<file path="src/rtl/count_snapshot_fifo_pkg.sv">
// Shared widths and types for the count snapshot FIFO.
//   CNT_W   : upstream counter width
//   EPOCH_W : wrap counter width
//   DEPTH   : FIFO entries (power of 2)
//   ADDR_W  : log2(DEPTH)
//   TS_W    : timestamp width {epoch, count}
package count_snapshot_pkg;

  localparam int unsigned CNT_W   = 3;
  localparam int unsigned EPOCH_W = 5;
  localparam int unsigned DEPTH   = 4;
  localparam int unsigned ADDR_W  = 2;
  localparam int unsigned TS_W    = EPOCH_W + CNT_W;

  typedef logic [TS_W-1:0] ts_t;

  localparam logic [CNT_W-1:0] CNT_MAX = '1;

endpackage

</file>
<file path="src/rtl/count_snapshot_fifo_fifo.sv">
// Synchronous show-ahead FIFO: head entry is always visible on rdata.
// Ports:
//   clock, clear : clock and synchronous active-high reset
//   push, wdata  : write request and data (caller guarantees space)
//   pop          : remove head (caller guarantees non-empty)
//   rdata        : head entry, straight from storage registers
//   level        : entries held, 0..DEPTH
//   empty, full  : level == 0 / level == DEPTH
module snapshot_fifo
  import count_snapshot_pkg::*;
(
  input  logic            clock,
  input  logic            clear,
  input  logic            push,
  input  ts_t             wdata,
  input  logic            pop,
  output ts_t             rdata,
  output logic [ADDR_W:0] level,
  output logic            empty,
  output logic            full
);

  ts_t               r_mem [DEPTH];
  logic [ADDR_W-1:0] r_rd_ptr;
  logic [ADDR_W-1:0] r_wr_ptr;
  logic [ADDR_W:0]   r_level;

  // Storage is cleared too so the head reads zero after reset.
  always_ff @(posedge clock) begin
    if (clear) begin
      for (int unsigned i = 0; i < DEPTH; i++) begin
        r_mem[ADDR_W'(i)] <= '0;
      end
      r_rd_ptr <= '0;
      r_wr_ptr <= '0;
      r_level  <= '0;
    end else begin
      if (push) begin
        r_mem[r_wr_ptr] <= wdata;
        r_wr_ptr        <= r_wr_ptr + ADDR_W'(1);
      end
      if (pop) begin
        r_rd_ptr <= r_rd_ptr + ADDR_W'(1);
      end
      case ({push, pop})
        2'b10:   r_level <= r_level + (ADDR_W+1)'(1);
        2'b01:   r_level <= r_level - (ADDR_W+1)'(1);
        default: r_level <= r_level;
      endcase
    end
  end

  assign rdata = r_mem[r_rd_ptr];
  assign level = r_level;
  assign empty = (r_level == '0);
  assign full  = (r_level == (ADDR_W+1)'(DEPTH));

endmodule

</file>
<file path="src/rtl/count_snapshot_fifo.sv">
// Extends a free-running counter into a {epoch, count} timestamp, captures it
// on each rising edge of event_in and queues captures in a show-ahead FIFO.
// Ports:
//   clock, clear          : clock and synchronous active-high reset
//   count_in              : upstream counter value
//   event_in              : capture request (level; rising edge captures)
//   out_data/valid/ready  : head entry handshake to the next stage
//   level                 : entries held
//   overflow              : sticky, a capture was dropped on a full FIFO
//   wrap_pulse            : one-cycle pulse after a counter wrap
module count_snapshot_fifo
  import count_snapshot_pkg::*;
(
  input  logic             clock,
  input  logic             clear,
  input  logic [CNT_W-1:0] count_in,
  input  logic             event_in,
  output ts_t              out_data,
  output logic             out_valid,
  input  logic             out_ready,
  output logic [ADDR_W:0]  level,
  output logic             overflow,
  output logic             wrap_pulse
);

  logic [CNT_W-1:0]   r_prev_count;
  logic [EPOCH_W-1:0] r_epoch;
  logic               r_event_d;
  logic               r_overflow;
  logic               r_wrap_pulse;

  logic               w_wrap;
  logic [EPOCH_W-1:0] w_epoch_nxt;
  ts_t                w_ts;
  logic               w_cap;
  logic               w_pop;
  logic               w_push;
  logic               w_empty;
  logic               w_full;

  // A capture coincident with a wrap carries the new epoch, keeping timestamps monotonic.
  assign w_wrap      = (r_prev_count == CNT_MAX) && (count_in == '0);
  assign w_epoch_nxt = w_wrap ? r_epoch + EPOCH_W'(1) : r_epoch;
  assign w_ts        = {w_epoch_nxt, count_in};

  // Push is allowed on a full FIFO only when the head leaves in the same cycle.
  assign w_cap  = event_in & ~r_event_d;
  assign w_pop  = ~w_empty & out_ready;
  assign w_push = w_cap & (~w_full | w_pop);

  // Wrap tracking, edge detect and sticky overflow.
  always_ff @(posedge clock) begin
    if (clear) begin
      r_prev_count <= '0;
      r_epoch      <= '0;
      r_event_d    <= 1'b0;
      r_overflow   <= 1'b0;
      r_wrap_pulse <= 1'b0;
    end else begin
      r_prev_count <= count_in;
      r_epoch      <= w_epoch_nxt;
      r_event_d    <= event_in;
      r_wrap_pulse <= w_wrap;
      if (w_cap && w_full && !w_pop) begin
        r_overflow <= 1'b1;
      end
    end
  end

  snapshot_fifo u_fifo (
    .clock (clock),
    .clear (clear),
    .push  (w_push),
    .wdata (w_ts),
    .pop   (w_pop),
    .rdata (out_data),
    .level (level),
    .empty (w_empty),
    .full  (w_full)
  );

  assign out_valid  = ~w_empty;
  assign overflow   = r_overflow;
  assign wrap_pulse = r_wrap_pulse;

endmodule

</file>
<file path="config.mk">
export PLATFORM = sky130hd
export DESIGN_NAME = count_snapshot_fifo
export DESIGN_NICKNAME = d
export VERILOG_FILES = /design/src/rtl/count_snapshot_fifo_pkg.sv /design/src/rtl/count_snapshot_fifo_fifo.sv /design/src/rtl/count_snapshot_fifo.sv
export SDC_FILE = /design/constraint.sdc
export NUM_CORES = 1
export LEC_CHECK = 0
export CAP_MARGIN = 10
export CORE_MARGIN = 5
export CORE_UTILIZATION = 50
export CTS_CLUSTER_SIZE = 25
export DETAILED_ROUTE_END_ITERATION = 12
export GPL_ROUTABILITY_DRIVEN = 1
export MAX_ROUTING_LAYER = met4
export PLACE_DENSITY_LB_ADDON = 0.05
export SETUP_SLACK_MARGIN = 0.05
export SYNTH_ARGS = -nofsm -noshare
export SYNTH_HDL_FRONTEND = slang
export SYNTH_SLANG_ARGS = --single-unit
</file>
<file path="constraint.sdc">
create_clock -name clock -period 2.85 [get_ports clock]
set_input_delay 0.855 -clock clock [delete_from_list [all_inputs] [get_ports clock]]
set_output_delay 0.855 -clock clock [all_outputs]
set_load 0.03 [all_outputs]
</file>
==> flow_summary.yaml <==
synthesis:
  syn-num-nets: 182
  async_flop_share_pct: 0
  ys.flop_type: "edfxtp_1"
  synth-seq-cells: 52
  synthMuxAreaShare_pct: 8.16
  ys_warn_count: 0
  synth_most_common_cell: "edfxtp_1"
  netlist_instances: 172
  synthAdderAreaFrac_pct: 2.04
  synth_top_area_share_pct: 43.5
  yosys.area_share.simple_pct: 13.7
  synth_top_family_by_area: "simple AND/OR/NAND/NOR gates"
  synth.area.top_cells: "edfxtp_1 (44%), dfxtp_1 (18%), mux4_2 (8.2%), a21oi_1 (6.6%), nor2_1 (3.9%)"
  synth_edf_count: 32
  yosys.area.top_type: "edfxtp_1"
  synth-seq-area-share_pct: 61.7
  synthTopCellsByCount: "edfxtp_1 (32), a21oi_1 (29), nor2_1 (23), dfxtp_1 (20), mux4_2 (8)"
  synth-compound-area-share_pct: 10.2
  synthesis.area_um2: 2210
  synth_cell_types: 37
  synth-xor-area-share_pct: 1.59
  syn_avg_cell_area_um2: 12.8
floorplan:
  die_w_um: 76.4
  start_util_pct: 51.0
  core-area_um2: 4320
  die_y_um: 76.4
  rows: 24
  dieArea_um2: 5840
  io_pins: 21
timing:
  slew_viol_final: 0
  setup_viol: 0
  relSlewSlack_pct: 57.7
  fin_crit_sh_pct: 92.1
  clock_skew_ns: 0.00831
  fmax_ghz: 0.381
  fin_crit_ns: 2.63
  hold_viol: 0
  fin_tns_setup_ns: 0
  rsz0062_at_grt: "no"
  tightestPinTransition_ns: 0.626
pwr:
  irDropWorstVdd_v: 0.000438
  p_leak_nw: 0.977
  power_density_nw_per_um2: 737
global_routing:
  grt_overflow_total: 0
  grt_pass1_vias: 1458
  grt_max_degree: 24
  track_usage_pct: 16.2
  antenna_found_initial: 0
  grt_pass1_wl_mm: 7.25
clock_tree:
  clock_latency_ns: 0.29
  clk_pin_slew_ns: 0.09
  post_cts_buffers: 0
  h-tree-depth: 2
  cts_tree: "built"
  clk_path_buf_depth: 2
  numCtsBuffers: 5
  clock-sinks: 52
  root_buffer: "clkbuf_8"
drt:
  dr.pass1.iters: 4
  via_count: 1468
  viasPerCell: 5.65
  antenna_left: 0
  wl_per_cell_um: 17.0
  wirelength_mm: 4.42
  remaining_drc_errors: 0
  drtIter0Drc: 105
final_layout:
  fin_nets: 217
  multi_input_area_um2: 797
  seq_area_um2: 1360
  n_antenna_cell: 0
  n_fill_cell: 373
  layout-drive-gt1-share_pct: 19.7
  final_area_um2: 2640
  area_growth_pct: 19.5
critical_path:
  critical_path_required_ns: 2.00
  r2r_slack_ns: 0.60
  slowest_delay_ns: 0.60
  worst_setup_path_end_kind: "output port"
  critPathBufInv: 1
  critPathTopFamily: "buffers and inverters"
  path_cells: "or3_2, clkdlybuf4s50_1"
  crit_path_start_kind: "flip-flop"
  slowest_stage: "clkdlybuf4s50_1"
  arrival_ns: 1.77
  critPathMaxFanout: 8
  path_class: "flip-flop to output port"
placed_design:
  placed_area_um2: 2550
  portBuffers: 20
  place_congestion: 0.775
  dp_hpwl_mm: 3.17
worst_hold_path:
  hold_path_class: "flip-flop to flip-flop"
status:
  status: "finished clean"
run:
  maxCapViolations: 0
## where the power goes
part	internal [mW]	leakage, nW	switching [mW]	total [mW]
logic	0.270	0.436	0.332	0.602
registers	0.863	0.495	0.0606	0.924
clock network	0.198	0.0455	0.219	0.418
total	1.33	0.977	0.612	1.94
## per-layer routing
metal	part of all wire, %	GRT usage [%]	vias to the layer above	wire length [um]
met3	4.3	3.07	2	189
met2	51	26.6	27	2240
met1	45	20.2	731	1970
met4	0.43	4.90	0	19
met5	0	-	-	0
li1	-	-	708	-
## final timing paths
path / from / cells after the start / endpoint
worst max-delay path: u_fifo.level[0] / 2 / out_valid
worst min-delay path: overflow / 2 / overflow
worst min register to register: overflow / 2 / overflow
worst max register to register: u_fifo.level[0] / 8 / u_fifo.level[2]
## per-stage QoR
step | std cells | util [%] | hold slack [ns] | worst slack, ns | power [mW]
final | 260 | 61.0 | 0.486 | 0.224 | 1.94
after global routing | 260 | 61.0 | 0.513 | 0.165 | 2.05
after CTS | 260 | 60.9 | 0.486 | 0.0460 | 1.96
after detailed placement | 252 | 58.9 | 0.459 | -0.331 | 1.57
after global placement | 252 | 58.9 | 0.453 | -0.202 | 1.55
after floorplan | 172 | - | 0.485 | 0.107 | 1.34
## layout by cell type, fill, tap and decap left out, types with 2 or more instances in the layout
master	netlist	final
a21oi_1	29	29
buf_4	0	14
clkbuf_1	3	2
clkbuf_8	0	6
clkdlybuf4s50_1	0	11
dfxtp_1	20	20
dlygate4sd2_1	0	8
edfxtp_1	32	32
inv_1	7	7
mux4_2	8	8
nand2_1	4	4
nand2b_1	4	4
nand4b_1	2	2
nor2_1	23	23
nor2b_1	2	2
o21ai_0	5	5
o31ai_1	2	2
or3_1	4	4
or4_4	2	2
xor2_1	3	3
## area by class of cell
class	count	area share, %
sequential	52	51.6
multi-input combinational	107	30.2
timing repair buffer	34	11.3
clock buffer	8	3.42
tap	52	2.47
inverter	7	0.996
## what timing repair did
item / 4_1_cts / 5_1_grt
pin swaps: 0 / 1
hold buffers: 0 / 0
setup endpoints to repair: 9 / 1
gates resized for setup: 10 / 2
## flip-flops by register name, summed over array words and instances, names as in the netlist, named ones only
register,flops
u_fifo.r_mem,32
r_epoch,5
r_prev_count,3
u_fifo.level,3
u_fifo.r_rd_ptr,2
u_fifo.r_wr_ptr,2
overflow,1
r_event_d,1
wrap_pulse,1
## logic make-up after synthesis
| kind of cell | Yosys count |
|---|---|
| muxes | 8 |
| xor gates and xnor gates | 4 |
| AOI/OAI and AO/OA | 40 |
| adders and majority gates | 3 |
| and+or+nand+nor | 52 |
| DFF | 52 |
| buffers and inverters | 13 |
## worst register-to-register path, cell delays in order (launching register included)
cell,delay [ns]
dfxtp_1,0.39
or4b_4,0.57
nand2_1,0.08
ha_2,0.17
inv_1,0.05
fa_2,0.34
xor2_1,0.16
or3_1,0.31
a21oi_1,0.12
No activity file was read; power rests on OpenSTA's default activity.
